===== config.mk =====
export PLATFORM = sky130hd
export DESIGN_NAME = sram_delay_line_flat
export DESIGN_NICKNAME = d
export VERILOG_FILES = /design/src/rtl/sram_dly_pkg.sv /design/src/rtl/sram_delay_line_if.sv /design/src/rtl/sram_wb_byte_master.sv /design/src/rtl/sram_delay_line.sv /design/src/flat_wrapper.sv
export SDC_FILE = /design/constraint.sdc
export NUM_CORES = 1
export LEC_CHECK = 0
export ABC_AREA = 1
export CORE_MARGIN = 2
export CORE_UTILIZATION = 49
export CTS_BUF_LIST = sky130_fd_sc_hd__clkbuf_8
export DETAILED_ROUTE_END_ITERATION = 7
export GPL_ROUTABILITY_DRIVEN = 1
export GPL_TIMING_DRIVEN = 0
export PLACE_DENSITY = 0.77
export SLEW_MARGIN = 20
export SYNTH_ARGS = -nofsm -noshare
export SYNTH_HDL_FRONTEND = slang
export SYNTH_SLANG_ARGS = --single-unit

===== constraint.sdc =====
create_clock -name clk_i -period 1.9 [get_ports clk_i]
set_input_delay 0.38 -clock clk_i [delete_from_list [all_inputs] [get_ports clk_i]]
set_output_delay 0.38 -clock clk_i [all_outputs]
set_load 0.01 [all_outputs]

===== src/rtl/sram_dly_pkg.sv =====
// Shared types and constants for the SRAM-backed audio delay line.
package sram_dly_pkg;

  localparam int SMP_W      = 16;
  localparam int DEF_ADDR_W = 19;

  typedef enum logic [2:0] {
    ST_IDLE,
    ST_WR_LO,
    ST_WR_HI,
    ST_RD_LO,
    ST_RD_HI
  } dly_state_e;

  typedef enum logic [1:0] {
    BM_IDLE,
    BM_ACCESS,
    BM_RELEASE
  } bm_state_e;

endpackage


===== src/rtl/sram_delay_line_if.sv =====
// Byte-wide Wishbone link between the delay line and the external SRAM controller.
interface sram_delay_line_if import sram_dly_pkg::*; #(
  parameter int ADDR_W = DEF_ADDR_W
);

  logic              wb_cyc_o;
  logic              wb_we_o;
  logic [ADDR_W-1:0] wb_adr_o;
  logic [7:0]        wb_dat_o;
  logic              wb_ack_i;
  logic [7:0]        wb_dat_i;

  modport master (
    output wb_cyc_o, wb_we_o, wb_adr_o, wb_dat_o,
    input  wb_ack_i, wb_dat_i
  );

  modport slave (
    input  wb_cyc_o, wb_we_o, wb_adr_o, wb_dat_o,
    output wb_ack_i, wb_dat_i
  );

endinterface


===== src/rtl/sram_wb_byte_master.sv =====
// Single-byte Wishbone access: hold the request until ack, then wait for the
// controller to drop ack before reporting completion.
module sram_wb_byte_master import sram_dly_pkg::*; #(
  parameter int ADDR_W = DEF_ADDR_W
) (
  input  logic              clk_i,
  input  logic              rst_n_i,
  input  logic              start,
  input  logic              we,
  input  logic [ADDR_W-1:0] adr,
  input  logic [7:0]        wdat,
  output logic              done,
  output logic [7:0]        rdat,
  sram_delay_line_if.master wb
);

  bm_state_e         state, state_nx;
  logic              cyc_nx, we_nx;
  logic [ADDR_W-1:0] adr_nx;
  logic [7:0]        dat_nx, rdat_nx;

  always_ff @(posedge clk_i) begin
    if (!rst_n_i) begin
      state       <= BM_IDLE;
      wb.wb_cyc_o <= 1'b0;
      wb.wb_we_o  <= 1'b0;
      wb.wb_adr_o <= '0;
      wb.wb_dat_o <= 8'h00;
      rdat        <= 8'h00;
    end else begin
      state       <= state_nx;
      wb.wb_cyc_o <= cyc_nx;
      wb.wb_we_o  <= we_nx;
      wb.wb_adr_o <= adr_nx;
      wb.wb_dat_o <= dat_nx;
      rdat        <= rdat_nx;
    end
  end

  // Bus outputs only change on entry to and exit from the access phase.
  always_comb begin
    state_nx = state;
    cyc_nx   = wb.wb_cyc_o;
    we_nx    = wb.wb_we_o;
    adr_nx   = wb.wb_adr_o;
    dat_nx   = wb.wb_dat_o;
    rdat_nx  = rdat;
    done     = 1'b0;
    unique case (state)
      BM_IDLE: begin
        if (start) begin
          state_nx = BM_ACCESS;
          cyc_nx   = 1'b1;
          we_nx    = we;
          adr_nx   = adr;
          dat_nx   = we ? wdat : 8'h00;
        end
      end
      BM_ACCESS: begin
        if (wb.wb_ack_i) begin
          state_nx = BM_RELEASE;
          cyc_nx   = 1'b0;
          we_nx    = 1'b0;
          dat_nx   = 8'h00;
          if (!wb.wb_we_o) begin
            rdat_nx = wb.wb_dat_i;
          end
        end
      end
      BM_RELEASE: begin
        if (!wb.wb_ack_i) begin
          state_nx = BM_IDLE;
          done     = 1'b1;
        end
      end
      default: state_nx = BM_IDLE;
    endcase
  end

endmodule


===== src/rtl/sram_delay_line.sv =====
// Audio delay line storing 16-bit samples as byte pairs in an external SRAM:
// each accepted sample is written at wp, then the sample at wp-delay is read back.
module sram_delay_line import sram_dly_pkg::*; #(
  parameter int ADDR_W = DEF_ADDR_W
) (
  input  logic              clk_i,
  input  logic              rst_n_i,
  input  logic              smp_valid_i,
  input  logic [SMP_W-1:0]  smp_dat_i,
  input  logic [ADDR_W-2:0] delay_i,
  output logic              dly_valid_o,
  output logic [SMP_W-1:0]  dly_dat_o,
  output logic              busy_o,
  output logic              overrun_o,
  sram_delay_line_if.master wb
);

  localparam int PTR_W = ADDR_W - 1;

  dly_state_e        state, state_nx;
  logic [PTR_W-1:0]  wp, dly, rp;
  logic [SMP_W-1:0]  smp;
  logic [7:0]        rd_lo, bm_rdat, bm_wdat;
  logic [ADDR_W-1:0] bm_adr;
  logic              accept, issue, bm_done, bm_we;

  // A stale ack from an access cut short by reset also blocks acceptance.
  assign accept = smp_valid_i && (state == ST_IDLE) && !wb.wb_ack_i;
  assign rp     = wp - dly;

  always_ff @(posedge clk_i) begin
    if (!rst_n_i) begin
      state <= ST_IDLE;
    end else begin
      state <= state_nx;
    end
  end

  always_comb begin
    state_nx = state;
    bm_we    = 1'b0;
    bm_adr   = '0;
    bm_wdat  = 8'h00;
    unique case (state)
      ST_IDLE: begin
        if (accept) state_nx = ST_WR_LO;
      end
      ST_WR_LO: begin
        bm_we   = 1'b1;
        bm_adr  = {wp, 1'b0};
        bm_wdat = smp[7:0];
        if (bm_done) state_nx = ST_WR_HI;
      end
      ST_WR_HI: begin
        bm_we   = 1'b1;
        bm_adr  = {wp, 1'b1};
        bm_wdat = smp[15:8];
        if (bm_done) state_nx = ST_RD_LO;
      end
      ST_RD_LO: begin
        bm_adr = {rp, 1'b0};
        if (bm_done) state_nx = ST_RD_HI;
      end
      ST_RD_HI: begin
        bm_adr = {rp, 1'b1};
        if (bm_done) state_nx = ST_IDLE;
      end
      default: state_nx = ST_IDLE;
    endcase
  end

  // issue fires one cycle after each state entry so the byte master sees the
  // new state's address and data.
  always_ff @(posedge clk_i) begin
    if (!rst_n_i) begin
      wp          <= '0;
      dly         <= '0;
      smp         <= '0;
      rd_lo       <= 8'h00;
      issue       <= 1'b0;
      busy_o      <= 1'b0;
      overrun_o   <= 1'b0;
      dly_valid_o <= 1'b0;
      dly_dat_o   <= '0;
    end else begin
      dly_valid_o <= 1'b0;
      issue       <= accept || (bm_done && state != ST_RD_HI);
      if (smp_valid_i && !accept) begin
        overrun_o <= 1'b1;
      end
      if (accept) begin
        smp    <= smp_dat_i;
        dly    <= delay_i;
        busy_o <= 1'b1;
      end
      if (bm_done && state == ST_RD_LO) begin
        rd_lo <= bm_rdat;
      end
      if (bm_done && state == ST_RD_HI) begin
        dly_dat_o   <= {bm_rdat, rd_lo};
        dly_valid_o <= 1'b1;
        wp          <= wp + 1'b1;
        busy_o      <= 1'b0;
      end
    end
  end

  sram_wb_byte_master #(.ADDR_W(ADDR_W)) u_byte_master (
    .clk_i   (clk_i),
    .rst_n_i (rst_n_i),
    .start   (issue),
    .we      (bm_we),
    .adr     (bm_adr),
    .wdat    (bm_wdat),
    .done    (bm_done),
    .rdat    (bm_rdat),
    .wb      (wb)
  );

endmodule


===== src/flat_wrapper.sv =====
// flat-port wrapper written by rule: the top's interface ports become plain ports
module sram_delay_line_flat import sram_dly_pkg::*;
#(
  parameter int ADDR_W = DEF_ADDR_W
)
  (clk_i, rst_n_i, smp_valid_i, smp_dat_i, delay_i, dly_valid_o, dly_dat_o, busy_o, overrun_o, wb_wb_cyc_o, wb_wb_we_o, wb_wb_adr_o, wb_wb_dat_o, wb_wb_ack_i, wb_wb_dat_i);
  sram_delay_line_if #(.ADDR_W(ADDR_W)) wb_i ();
  input  logic clk_i;
  input  logic rst_n_i;
  input  logic smp_valid_i;
  input  logic [SMP_W-1:0] smp_dat_i;
  input  logic [ADDR_W-2:0] delay_i;
  output logic dly_valid_o;
  output logic [SMP_W-1:0] dly_dat_o;
  output logic busy_o;
  output logic overrun_o;
  output wire logic [$bits(wb_i.wb_cyc_o)-1:0] wb_wb_cyc_o;
  output wire logic [$bits(wb_i.wb_we_o)-1:0] wb_wb_we_o;
  output wire logic [$bits(wb_i.wb_adr_o)-1:0] wb_wb_adr_o;
  output wire logic [$bits(wb_i.wb_dat_o)-1:0] wb_wb_dat_o;
  input wire logic [$bits(wb_i.wb_ack_i)-1:0] wb_wb_ack_i;
  input wire logic [$bits(wb_i.wb_dat_i)-1:0] wb_wb_dat_i;
  assign wb_wb_cyc_o = wb_i.wb_cyc_o;
  assign wb_wb_we_o = wb_i.wb_we_o;
  assign wb_wb_adr_o = wb_i.wb_adr_o;
  assign wb_wb_dat_o = wb_i.wb_dat_o;
  assign wb_i.wb_ack_i = wb_wb_ack_i;
  assign wb_i.wb_dat_i = wb_wb_dat_i;
  sram_delay_line #(.ADDR_W(ADDR_W)) u_core (.clk_i(clk_i), .rst_n_i(rst_n_i), .smp_valid_i(smp_valid_i), .smp_dat_i(smp_dat_i), .delay_i(delay_i), .dly_valid_o(dly_valid_o), .dly_dat_o(dly_dat_o), .busy_o(busy_o), .overrun_o(overrun_o), .wb(wb_i));
endmodule

==> run summary <==
Layout
* **number of fill cells** 1026
* **total area of multi-input combinational cells** 3160 um^2
* **fraction of final layout cells sized beyond drive strength 1** 13.8%
* **Net count, final** 998
* **commonest cells after routing, fill and taps aside** sky130_fd_sc_hd__nand2_1, sky130_fd_sc_hd__dfxtp_1, sky130_fd_sc_hd__clkdlybuf4s50_1, sky130_fd_sc_hd__nor2_1, sky130_fd_sc_hd__o21ai_0
* **post-route standard cell area excluding fillers** 7590 um^2
* **number of cells in the finished layout apart from fillers** 1089
* **commonest non-fill, non-tap cell in the layout** sky130_fd_sc_hd__nand2_1
* **post-layout util** 66.2%
* **Area Overhead vs Synth** 31.5%
* **Sequential cell area** 2470 um^2
* **antenna cells** 0

Power and ir drop
* **Pwr per Cell Area** 926 nW/um^2
* **Max VDD drop** 0.444 mV
* **leakage power summed over all cells** 3.06 nW

STA
* **ratio of final minimum period to clock period** 98.8%
* **clock tree skew after final layout** 8.18 ps
* **worst slew slack as a fraction of its limit** 60.2%
* **number of endpoints with negative hold slack in the final report** 0
* **Final WS setup** 22.5 ps
* **endpoints failing setup** 0
* **Final Slew Violations** 0
* **smallest hold slack** 453 ps
* **final critical path time including I/O delays and setup** 1880 ps
* **transition at the pin with the smallest max-transition slack** 597 ps
* **maximum clock rate** 533 MHz
* **setup repair after global routing missed its margin** true

Clock tree
* **H-tree depth** 4
* **root buffer cell** sky130_fd_sc_hd__clkbuf_8
* **source-to-sink clock delay at the later pin of the worst-skew pair** 440 ps
* **Clock Sink Count** 122
* **CTS tree** done
* **CTS Buffer Depth** 2
* **clock-pin slew of the registers on the worst-case setup and hold paths** 80 ps
* **number of buffers created by CTS** 17

Synth
* **Post-Synthesis Cells** 815
* **number of register bits inferred by synthesis** 122
* **Post-Synthesis Net Count** 880
* **Netlist Area Pre-Place** 5770 um^2
* **Yosys top cell area share** 42.3%
* **top flip-flop cell by instance count after synthesis** sky130_fd_sc_hd__dfxtp_1
* **yosys warns** 0
* **EDFF count, synth** 0
* **cells taking the most area after synthesis** sky130_fd_sc_hd__dfxtp_1, sky130_fd_sc_hd__nand2_1, sky130_fd_sc_hd__a21oi_1
* **number of distinct library cells after synthesis** 42
* **async set-reset flop share out of synthesis** 0%
* **fraction of the yosys area taken by sequential cells** 42.3%
* **leading area contributor after synthesis** sky130_fd_sc_hd__dfxtp_1
* **mean instance size in the synthesized netlist** 7.08 um^2

GRT
* **number of global-route vias before repair** 5335
* **wire length of the first global-routing pass** 25.8 mm
* **total global routing overflow** 0
* **global routing usage summed across all routing layers** 25.5%
* **antenna violations before repair** 0
* **pin count of the biggest net entering global routing** 17

Setup path
* **RR Startpoint** u_core.wp[0]
* **chain of cells forming the critical path** inv_2 -> ha_4 -> fa_2 -> o21ai_4 -> nand2_1 -> nand2_2 -> or2_2 -> nand3_2 -> o21ai_0 -> nand2_1 -> a21oi_2
* **launch point of the critical path** u_core.wp[0]
* **Critical Path RT** 2270 ps
* **startpoint type of the worst setup path** register
* **worst path arrival time** 2240 ps
* **maximum fanout along the worst path** 4
* **Critical Setup Path Class** register to register
* **endpoint class of the critical path** register
* **Most common cell on crit path** sky130_fd_sc_hd__nand2_1
* **delay of the slowest cell on the worst path** 380 ps
* **Slowest-stage cell, CP** sky130_fd_sc_hd__fa_2
* **worst reg-to-reg path cell count** 11

Hold path
* **class of the worst hold path** register to register
* **Min-Delay Path Depth** 2
* **launch point of the worst hold path** u_core.rd_lo[6]

Floorplan
* **I/O pin total** 94
* **core box area** 11500 um^2
* **die outline width** 113 um
* **Die Ht** 113 um
* **overall die area** 12700 um^2
* **initial standard-cell utilization of the core** 50.3%
* **cell row count** 39

Route
* **number of violations reported at the end of detailed-routing iteration 0** 396
* **wire length per cell** 15.0 um
* **number of nets with antenna violations after routing** 0
* **1st-pass router iterations** 5
* **drt total wl** 16.3 mm
* **number of design rule violations left after detail routing** 0
* **vias after detailed routing** 5764
* **via/cell ratio** 5.29

Placed design
* **detailed placement HPWL** 11.6 mm
* **Placer Congestion** 0.933
* **cell total after placement** 1051
* **count of buffers inserted at the top-level ports** 93
* **worst-case setup slack after placement** -358 ps
* **cell area after placement** 6880 um^2

Status
* **result of the run** complete, no violations

Job
* **max-cap violation count** 0

logic make-up after synthesis:
group | after synthesis | share of synthesized area [%]
AND/OR/NAND/NOR | 380 | 28.5
adder cells (fa/ha/maj) | 19 | 4.25
flip-flops | 122 | 42.3
XOR/XNOR | 12 | 1.82
buffers and inverters | 108 | 7.33
AO/OA/AOI/OAI | 174 | 15.7
critical path: cells and delay by family, from the launching register on:
family	cells	cell delay, ps
adders and majority gates	2	540
and+or+nand+nor	5	490
DFF	1	340
buffers and inverters	1	60
AOI/OAI and AO/OA	3	390
final timing paths:
kind                                                             to  slack [ps]
worst max-delay path            u_core.u_byte_master.wb.wb_adr_o[9]          20
worst max register to register  u_core.u_byte_master.wb.wb_adr_o[9]          20
worst min-delay path                            u_core.dly_dat_o[6]         450
worst min register to register                  u_core.dly_dat_o[6]         450
state kept, by name (all words and copies together), names as in the netlist, 3 cells and up:
signal / cells
u_core.u_byte_master.rdat: 8
u_core.dly_dat_o: 16
u_core.u_byte_master.wb.wb_dat_o: 8
u_core.u_byte_master.wb.wb_adr_o: 19
u_core.rd_lo: 8
u_core.smp: 16
u_core.wp: 18
u_core.state: 3
u_core.dly: 18
final cells by class:
| class | instances | area share, % |
|---|---|---|
| Multi-Input combinational cell | 585 | 41.6 |
| Sequential cell | 122 | 32.5 |
| Timing Repair Buffer | 99 | 12.9 |
| Inverter | 77 | 3.81 |
| Clock buffer | 19 | 3.45 |
| Tap cell | 143 | 2.36 |
| Buffer | 31 | 1.80 |
| Clock inverter | 13 | 1.58 |
metal layers:
| metal | vias up | track usage (%) | routed length, um |
|---|---|---|---|
| met3 | 31 | 5.51 | 1060 |
| li1 | 2894 | - | - |
| met1 | 2668 | 33.1 | 7230 |
| met5 | - | 0 | 0 |
| met2 | 171 | 41.4 | 7640 |
| met4 | 0 | 10.8 | 372 |
Yosys cell counts (2+ instances only):
cell,count
sky130_fd_sc_hd__nand2_1,206
sky130_fd_sc_hd__dfxtp_1,122
sky130_fd_sc_hd__nor2_1,89
sky130_fd_sc_hd__a21oi_1,81
sky130_fd_sc_hd__o21ai_0,78
sky130_fd_sc_hd__inv_1,71
sky130_fd_sc_hd__nand3_1,45
sky130_fd_sc_hd__clkbuf_1,23
sky130_fd_sc_hd__ha_1,18
sky130_fd_sc_hd__nor3_1,10
sky130_fd_sc_hd__xnor2_1,8
sky130_fd_sc_hd__nand3b_1,7
sky130_fd_sc_hd__o22ai_1,7
sky130_fd_sc_hd__nand4_1,6
sky130_fd_sc_hd__nor2_2,5
sky130_fd_sc_hd__buf_2,4
sky130_fd_sc_hd__xor2_1,4
sky130_fd_sc_hd__clkinv_1,3
sky130_fd_sc_hd__inv_2,3
sky130_fd_sc_hd__nor3_4,2
sky130_fd_sc_hd__o21a_1,2
what timing repair did:
item                                    in CTS  in global routing
endpoints found under the hold margin        0                  0
hold buffers                                 0                  0
resized for setup                           17                 59
buffers inserted                             6                  0
endpoints found under the setup margin      24                 25
pin swaps                                    4                 10
stage by stage:
stage / TNS, ps / power [W]
6_report: 0 / 0.00703
5_1_grt: -194 / 0.00737
4_1_cts: -31.2 / 0.00688
3_5_place_dp: -22410 / 0.00459
3_3_place_gp: -21310 / 0.00457
2_1_floorplan: 0 / 0.00405
report_power, final:
part           internal [W]  total (W)  switching, W
Sequential          0.00272    0.00281     0.0000862
Combinational      0.000725    0.00198       0.00125
Clock               0.00111    0.00224       0.00113
Total               0.00456    0.00703       0.00247
(Power assumes the default switching activity.)
